**src/rtl/alu_share_ctrl.sv**
```systemverilog
// ---------------------------------------------------------------------------
// alu_share_ctrl
//
// Shares one external combinational ALU between two requesters. Operations
// are accepted over valid/ready handshakes, granted round-robin, executed for
// exactly one cycle on the ALU pins, and the registered result is returned on
// the winning requester's response channel until that requester accepts it.
// Illegal select codes and divide-by-zero are screened: the ALU stays idle
// (alu_sel = 0) and the response carries err = 1, res = 0.
//
// Ports
//   clk, rst_n                 clock, synchronous active-low reset
//   reqN_valid/ready           operation handshake for requester N
//   reqN_op1/op2/sel           operation payload for requester N
//   rspN_valid/ready           result handshake for requester N
//   rspN_res/err               result and reject flag (0 when rspN_valid = 0)
//   alu_op1/op2/sel            drive to the shared ALU (0 outside EXEC)
//   alu_res                    result from the shared ALU
// ---------------------------------------------------------------------------
module alu_share_ctrl #(
    parameter int WIDTH = 32,
    parameter int SELW  = 4
) (
    input  logic             clk,
    input  logic             rst_n,
    input  logic             req0_valid,
    output logic             req0_ready,
    input  logic [WIDTH-1:0] req0_op1,
    input  logic [WIDTH-1:0] req0_op2,
    input  logic [SELW-1:0]  req0_sel,
    input  logic             req1_valid,
    output logic             req1_ready,
    input  logic [WIDTH-1:0] req1_op1,
    input  logic [WIDTH-1:0] req1_op2,
    input  logic [SELW-1:0]  req1_sel,
    output logic             rsp0_valid,
    input  logic             rsp0_ready,
    output logic [WIDTH-1:0] rsp0_res,
    output logic             rsp0_err,
    output logic             rsp1_valid,
    input  logic             rsp1_ready,
    output logic [WIDTH-1:0] rsp1_res,
    output logic             rsp1_err,
    output logic [WIDTH-1:0] alu_op1,
    output logic [WIDTH-1:0] alu_op2,
    output logic [SELW-1:0]  alu_sel,
    input  logic [WIDTH-1:0] alu_res
);

    typedef enum logic [1:0] {
        ST_IDLE = 2'd0,
        ST_EXEC = 2'd1,
        ST_RESP = 2'd2
    } state_e;

    state_e           state_q, state_d;
    logic [WIDTH-1:0] op1_q, op1_d;
    logic [WIDTH-1:0] op2_q, op2_d;
    logic [SELW-1:0]  sel_q, sel_d;
    logic             gnt_id_q, gnt_id_d;
    logic             prio_q, prio_d;
    logic [WIDTH-1:0] res_q, res_d;
    logic             err_q, err_d;

    logic             grant0_s;
    logic             grant1_s;
    logic             legal_s;
    logic             rsp_take_s;

    // Legal ops are select codes 1..8, excluding divide with a zero divisor.
    function automatic logic op_legal(input logic [SELW-1:0]  sel,
                                      input logic [WIDTH-1:0] divisor);
        logic in_range;
        logic div_zero;
        in_range = (sel >= SELW'(4'd1)) && (sel <= SELW'(4'd8));
        div_zero = (sel == SELW'(4'd4)) && (divisor == {WIDTH{1'b0}});
        return in_range && !div_zero;
    endfunction

    // State and datapath registers with synchronous active-low reset.
    always_ff @(posedge clk) begin
        if (!rst_n) begin
            state_q  <= ST_IDLE;
            op1_q    <= {WIDTH{1'b0}};
            op2_q    <= {WIDTH{1'b0}};
            sel_q    <= {SELW{1'b0}};
            gnt_id_q <= 1'b0;
            prio_q   <= 1'b0;
            res_q    <= {WIDTH{1'b0}};
            err_q    <= 1'b0;
        end else begin
            state_q  <= state_d;
            op1_q    <= op1_d;
            op2_q    <= op2_d;
            sel_q    <= sel_d;
            gnt_id_q <= gnt_id_d;
            prio_q   <= prio_d;
            res_q    <= res_d;
            err_q    <= err_d;
        end
    end

    // Next-state, arbitration and ALU drive.
    always_comb begin
        state_d    = state_q;
        op1_d      = op1_q;
        op2_d      = op2_q;
        sel_d      = sel_q;
        gnt_id_d   = gnt_id_q;
        prio_d     = prio_q;
        res_d      = res_q;
        err_d      = err_q;
        grant0_s   = 1'b0;
        grant1_s   = 1'b0;
        alu_op1    = {WIDTH{1'b0}};
        alu_op2    = {WIDTH{1'b0}};
        alu_sel    = {SELW{1'b0}};
        legal_s    = op_legal(sel_q, op2_q);
        // Only the owner of the pending response can complete it.
        rsp_take_s = gnt_id_q ? rsp1_ready : rsp0_ready;

        case (state_q)
            ST_IDLE: begin
                // req0 wins when alone or when it holds priority on a tie.
                if (req0_valid && (!req1_valid || (prio_q == 1'b0))) begin
                    grant0_s = 1'b1;
                end else if (req1_valid) begin
                    grant1_s = 1'b1;
                end else begin
                    grant0_s = 1'b0;
                end

                if (grant0_s) begin
                    op1_d    = req0_op1;
                    op2_d    = req0_op2;
                    sel_d    = req0_sel;
                    gnt_id_d = 1'b0;
                    prio_d   = 1'b1;
                    state_d  = ST_EXEC;
                end else if (grant1_s) begin
                    op1_d    = req1_op1;
                    op2_d    = req1_op2;
                    sel_d    = req1_sel;
                    gnt_id_d = 1'b1;
                    prio_d   = 1'b0;
                    state_d  = ST_EXEC;
                end else begin
                    state_d  = ST_IDLE;
                end
            end

            ST_EXEC: begin
                if (legal_s) begin
                    alu_op1 = op1_q;
                    alu_op2 = op2_q;
                    alu_sel = sel_q;
                    res_d   = alu_res;
                    err_d   = 1'b0;
                end else begin
                    // The ALU never sees a rejected op.
                    res_d   = {WIDTH{1'b0}};
                    err_d   = 1'b1;
                end
                state_d = ST_RESP;
            end

            ST_RESP: begin
                if (rsp_take_s) begin
                    res_d   = {WIDTH{1'b0}};
                    err_d   = 1'b0;
                    state_d = ST_IDLE;
                end else begin
                    state_d = ST_RESP;
                end
            end

            default: begin
                state_d = ST_IDLE;
            end
        endcase
    end

    assign req0_ready = grant0_s;
    assign req1_ready = grant1_s;

    assign rsp0_valid = (state_q == ST_RESP) && (gnt_id_q == 1'b0);
    assign rsp1_valid = (state_q == ST_RESP) && (gnt_id_q == 1'b1);
    assign rsp0_res   = rsp0_valid ? res_q : {WIDTH{1'b0}};
    assign rsp1_res   = rsp1_valid ? res_q : {WIDTH{1'b0}};
    assign rsp0_err   = rsp0_valid & err_q;
    assign rsp1_err   = rsp1_valid & err_q;

endmodule

```
**config.mk**
```make
export PLATFORM = sky130hd
export DESIGN_NAME = alu_share_ctrl
export DESIGN_NICKNAME = d
export VERILOG_FILES = /design/src/rtl/alu_share_ctrl.sv
export SDC_FILE = /design/constraint.sdc
export NUM_CORES = 1
export LEC_CHECK = 0
export ABC_AREA = 1
export CAP_MARGIN = 20
export CORE_MARGIN = 1.5
export CORE_UTILIZATION = 39
export CTS_CLUSTER_DIAMETER = 80
export DETAILED_ROUTE_END_ITERATION = 6
export PLACE_DENSITY = 0.81
export SLEW_MARGIN = 5
export SYNTH_ARGS = -nofsm -noshare
export SYNTH_HDL_FRONTEND = slang
export SYNTH_SLANG_ARGS = --single-unit
```
**constraint.sdc**
```tcl
create_clock -name clk -period 1.5 [get_ports clk]
set_input_delay 0.15 -clock clk [delete_from_list [all_inputs] [get_ports clk]]
set_output_delay 0.15 -clock clk [all_outputs]
set_load 0.1 [all_outputs]
```
==> results.json, run 1 <==
{
  "status": "did not finish",
  "failing_step": "5_1_grt",
  "firstError": "[ERROR DPL-0038] Utilization greater than 100%, impossible to legalize",
  "place_congestion": 0.882,
  "synthSimpleGateAreaFrac_pct": 33.9,
  "die_x_um": 123,
  "avgSynthCellArea_sq_um": 6.42,
  "dpl_cell_area_sq_um": 12000,
  "synth_xor_area_share_pct": 0,
  "synth_cells": 870,
  "cts_sinks": 105,
  "ys_seq_area_share_pct": 37.6,
  "yosysTopAreaCellShare_pct": 37.6,
  "synth_top_family_by_area": "simple AND/OR/NAND/NOR gates",
  "syn_area_sq_um": 5590,
  "cts_buffer_depth": 2,
  "synthAdderAreaFrac_pct": 0,
  "port_buffers": 311,
  "worst_endpoint": "alu_op2[24]",
  "synth-compound-area-share_pct": 15.6,
  "cts_root_buffer": "clkbuf_16",
  "ios": 312,
  "yosysWarnings": 0,
  "synth_area_leaders": "dfxtp_1 38%, nand2_1 11%, nor2_1 10%, a21oi_1 9.2%, inv_1 6.9%",
  "cts_max_level": 3,
  "yosysUniqueCellTypes": 24,
  "syn_nets": 1044,
  "worstEpCategory": "top-level output",
  "grt_max_degree": 58,
  "initial_core_util_pct": 40.1,
  "yosys.area.top_type": "dfxtp_1",
  "die_h_um": 123,
  "numCtsBuffers": 9,
  "rows": 43,
  "synthMuxAreaShare_pct": 0,
  "synth-seq-cells": 105,
  "place_hpwl_mm": 19.3
}
[through the flow]
stage	worst slack (ps)	util, %	setup TNS, ps	instances	hold WS [ps]
CTS	-613	95.4	-73600	1435	379
detailed placement	-280	86.4	-31490	1382	458
global placement	-266	86.4	-23070	1382	452
floorplan	-1030	-	-84400	870	268
[kinds of logic after synthesis]
family,Yosys count
DFF,105
buffers and inverters,175
and+or+nand+nor,417
AOI/OAI and AO/OA,173
[timing repair]
item / in CTS
gates cloned: 13
gates resized for setup: 110
setup endpoints to repair: 178
hold buffers: 0
pin swaps: 33
setup buffers: 27
[synth_stat cells, drive strengths merged]
cell type	count
a21oi	104
a31oi	1
buf	36
clkbuf	28
dfxtp	105
inv	111
nand2	159
nand3	2
nand3b	32
nand4	4
nor2	152
nor3	68
o21a	1
o21ai	67
==> run 2, diff against run 1 <==
- CORE_UTILIZATION: 39 -> 25
- CTS_CLUSTER_DIAMETER: 80 -> not set
- PLACE_DENSITY: 0.81 -> not set
- PLACE_DENSITY_LB_ADDON: not set -> 0.15
==> results.json, run 2 <==
{
  "multiInputGateArea_sq_um": 4380,
  "ff_latch_area_sq_um": 2110,
  "clock.fmax_mhz": 468,
  "violations": "setup timing",
  "top_regs": "op1_q x32, op2_q x32, res_q x32",
  "cts_sinks": 105,
  "ys_seq_area_share_pct": 37.6,
  "num_vias": 7228,
  "drt_iter0_markers": 294,
  "final_cell_mix": "173 x clkdlybuf4s50_1, 168 x buf_12, 109 x nand2_1",
  "nets": 1441,
  "place_hpwl_mm": 17.8,
  "r2r-end": "op1_q[20]",
  "port_buffers": 311,
  "startpoint": "sel_q[0]",
  "layoutNonFillerInstCount": 1553,
  "clk_pin_slew_ps": 70,
  "ant_nets": 0,
  "timing_worst_setup_path_type": "flip-flop to primary output",
  "p_sw_share_pct": 35.9,
  "critical_path_arrival_ps": 1990,
  "cts_buffer_depth": 2,
  "synth_area_leaders": "dfxtp_1 38%, nand2_1 11%, nor2_1 10%, a21oi_1 9.2%, inv_1 6.9%",
  "finalWorstSetupSlack_ps": -637,
  "drv_slew": 0,
  "grt_pass1_vias": 6942,
  "grt_overflow_total": 0,
  "crit_fanout": 13,
  "r2r_start": "state_q[1]",
  "dieArea_sq_um": 23300,
  "layout-drive-gt1-share_pct": 44.0,
  "min_from": "req0_sel[3]",
  "ios": 312,
  "yosys.area.top_type": "dfxtp_1",
  "synth-edff-count": 0,
  "fin_crit_sh_pct": 142,
  "yosysTopAreaCellShare_pct": 37.6,
  "syn_area_sq_um": 5590,
  "setup_viol": 241,
  "hold_end": "sel_q[3]",
  "cp-end-kind": "primary output",
  "clk-insertion-delay-late_ps": 360,
  "r2r_slack_ps": -310,
  "cts_tree": "yes",
  "status": "finished, violations left",
  "die_h_um": 152,
  "async_flop_share_pct": 0,
  "p_comb_share_pct": 43.8,
  "initial_core_util_pct": 25.5,
  "grt_first_pass_wirelength_mm": 38.5,
  "cp.required_ps": 1350,
  "final_core_utilization_pct": 63.6,
  "hold_class": "primary input to flip-flop",
  "slew_headroom_pct": 75.9,
  "cap_violations": 0,
  "cp-start-kind": "flip-flop",
  "wl_mm": 26.5,
  "holdPathStages": 3,
  "post-place-ws_ps": -292,
  "antenna_found_initial": 1,
  "grt_max_degree": 37,
  "fin_skew_ps": 9.47,
  "die_x_um": 152,
  "grt_setup_unrepaired": "yes",
  "core_sq_um": 21900,
  "ff2ff_path_depth": 16,
  "area_growth_pct": 149,
  "p_int_w": 0.00684,
  "place_congestion": 0.832,
  "peakVddDrop_mv": 0.555,
  "whs_ps": 384,
  "cts_root_buffer": "clkbuf_16",
  "tightest_slew_ps": 359,
  "synth_cells": 870,
  "p_leak_nw": 5.37,
  "rows": 54,
  "grt_usage_pct": 20.9,
  "synthTopCellsByCount": "159 x nand2_1, 149 x nor2_1, 105 x dfxtp_1, 103 x a21oi_1, 102 x inv_1",
  "switching_power_w": 0.00384,
  "avgSynthCellArea_sq_um": 6.42,
  "p_per_area_nw_per_um2": 767,
  "numCtsBuffers": 9,
  "nFillCells": 1828,
  "period_needed_ps": 2140,
  "drtPass1Iterations": 5,
  "pwr-share-seq_pct": 29.0,
  "clkPwrFrac_pct": 27.2,
  "wire_per_inst_um": 17.1,
  "fin_total_pwr_w": 0.0107,
  "place_inst": 1488,
  "synth-seq-cells": 105,
  "syn_nets": 1044,
  "cts_max_level": 3,
  "finalHoldViolCount": 0,
  "vias_per_cell": 4.65,
  "drc": 0,
  "layout_commonest_cell": "clkdlybuf4s50_1",
  "yosysWarnings": 0,
  "synth_ff_type": "dfxtp_1",
  "yosysUniqueCellTypes": 24,
  "synth_most_common_cell": "nand2_1"
}
## run 2: cell counts after synthesis
Identical to the previous run, type by type.
## run 2: area by class of cell
| cell class | count | area share, % |
|---|---|---|
| repair buffers | 448 | 45.1 |
| clock buffers | 12 | 1.91 |
| multi-input cells | 591 | 31.5 |
| flip-flops and latches | 105 | 15.1 |
| clock inverters | 4 | 0.700 |
| diodes | 1 | 0.0180 |
| well taps | 280 | 2.51 |
| inverters | 111 | 3.12 |
| repair inverters | 1 | 0.0449 |
## run 2: kinds of logic after synthesis
family / count (synthesis) / share of synthesized area, %
AO/OA/AOI/OAI: 173 / 15.6
buffers and inverters: 175 / 12.8
flip-flops: 105 / 37.6
AND/OR/NAND/NOR: 417 / 33.9
## run 2: how the worst max path moves through the flow
stage                  endpoint
finish              alu_op2[14]
detailed placement  alu_op2[14]
global placement    alu_op2[14]
CTS                 alu_op2[14]
floorplan            alu_sel[3]
global route         alu_op1[9]
## run 2: layer usage
layer / vias up / GRT usage (%) / routed length [um]
li1: 3567 / - / -
met1: 3367 / 25.5 / 10600
met2: 258 / 35.9 / 13500
met3: 36 / 6.06 / 1760
met4: 0 / 5.95 / 622
met5: - / 0 / 0
## run 2: power groups by stage
stage / sequential, W / combinational, W / clock [W]
after floorplan: 0.00314 / 0.00216 / 0
after global placement: 0.00316 / 0.00368 / 0
final: 0.00310 / 0.00468 / 0.00291
after CTS: 0.00310 / 0.00413 / 0.00297
after global routing: 0.00312 / 0.00497 / 0.00310
after detailed placement: 0.00316 / 0.00370 / 0
## run 2: worst max-delay path, stage by stage, from the launching register on
cell and delay (ps):
dfxtp_1 310, inv_2 70, nand4_1 180, a21oi_4 300
nand2_8 150, buf_16 200, nor3_4 220, buf_12 200
## run 2: metrics by stage
stage / area (sq um) / setup TNS, ps
after floorplan: 6730 / -84400
after global placement: 12200 / -27140
after detailed placement: 12200 / -31300
after CTS: 13100 / -68030
after global routing: 13900 / -101870
final: 13900 / -82130
## run 2: what timing repair did
item | 4_1_cts | 5_1_grt
cloned | 6 | 12
pin swaps | 26 | 64
setup endpoints to repair | 173 | 240
hold buffers | 0 | 0
setup buffers | 26 | 22
resized for setup | 94 | 186
Note: power is estimated with default switching activity, not from simulation.
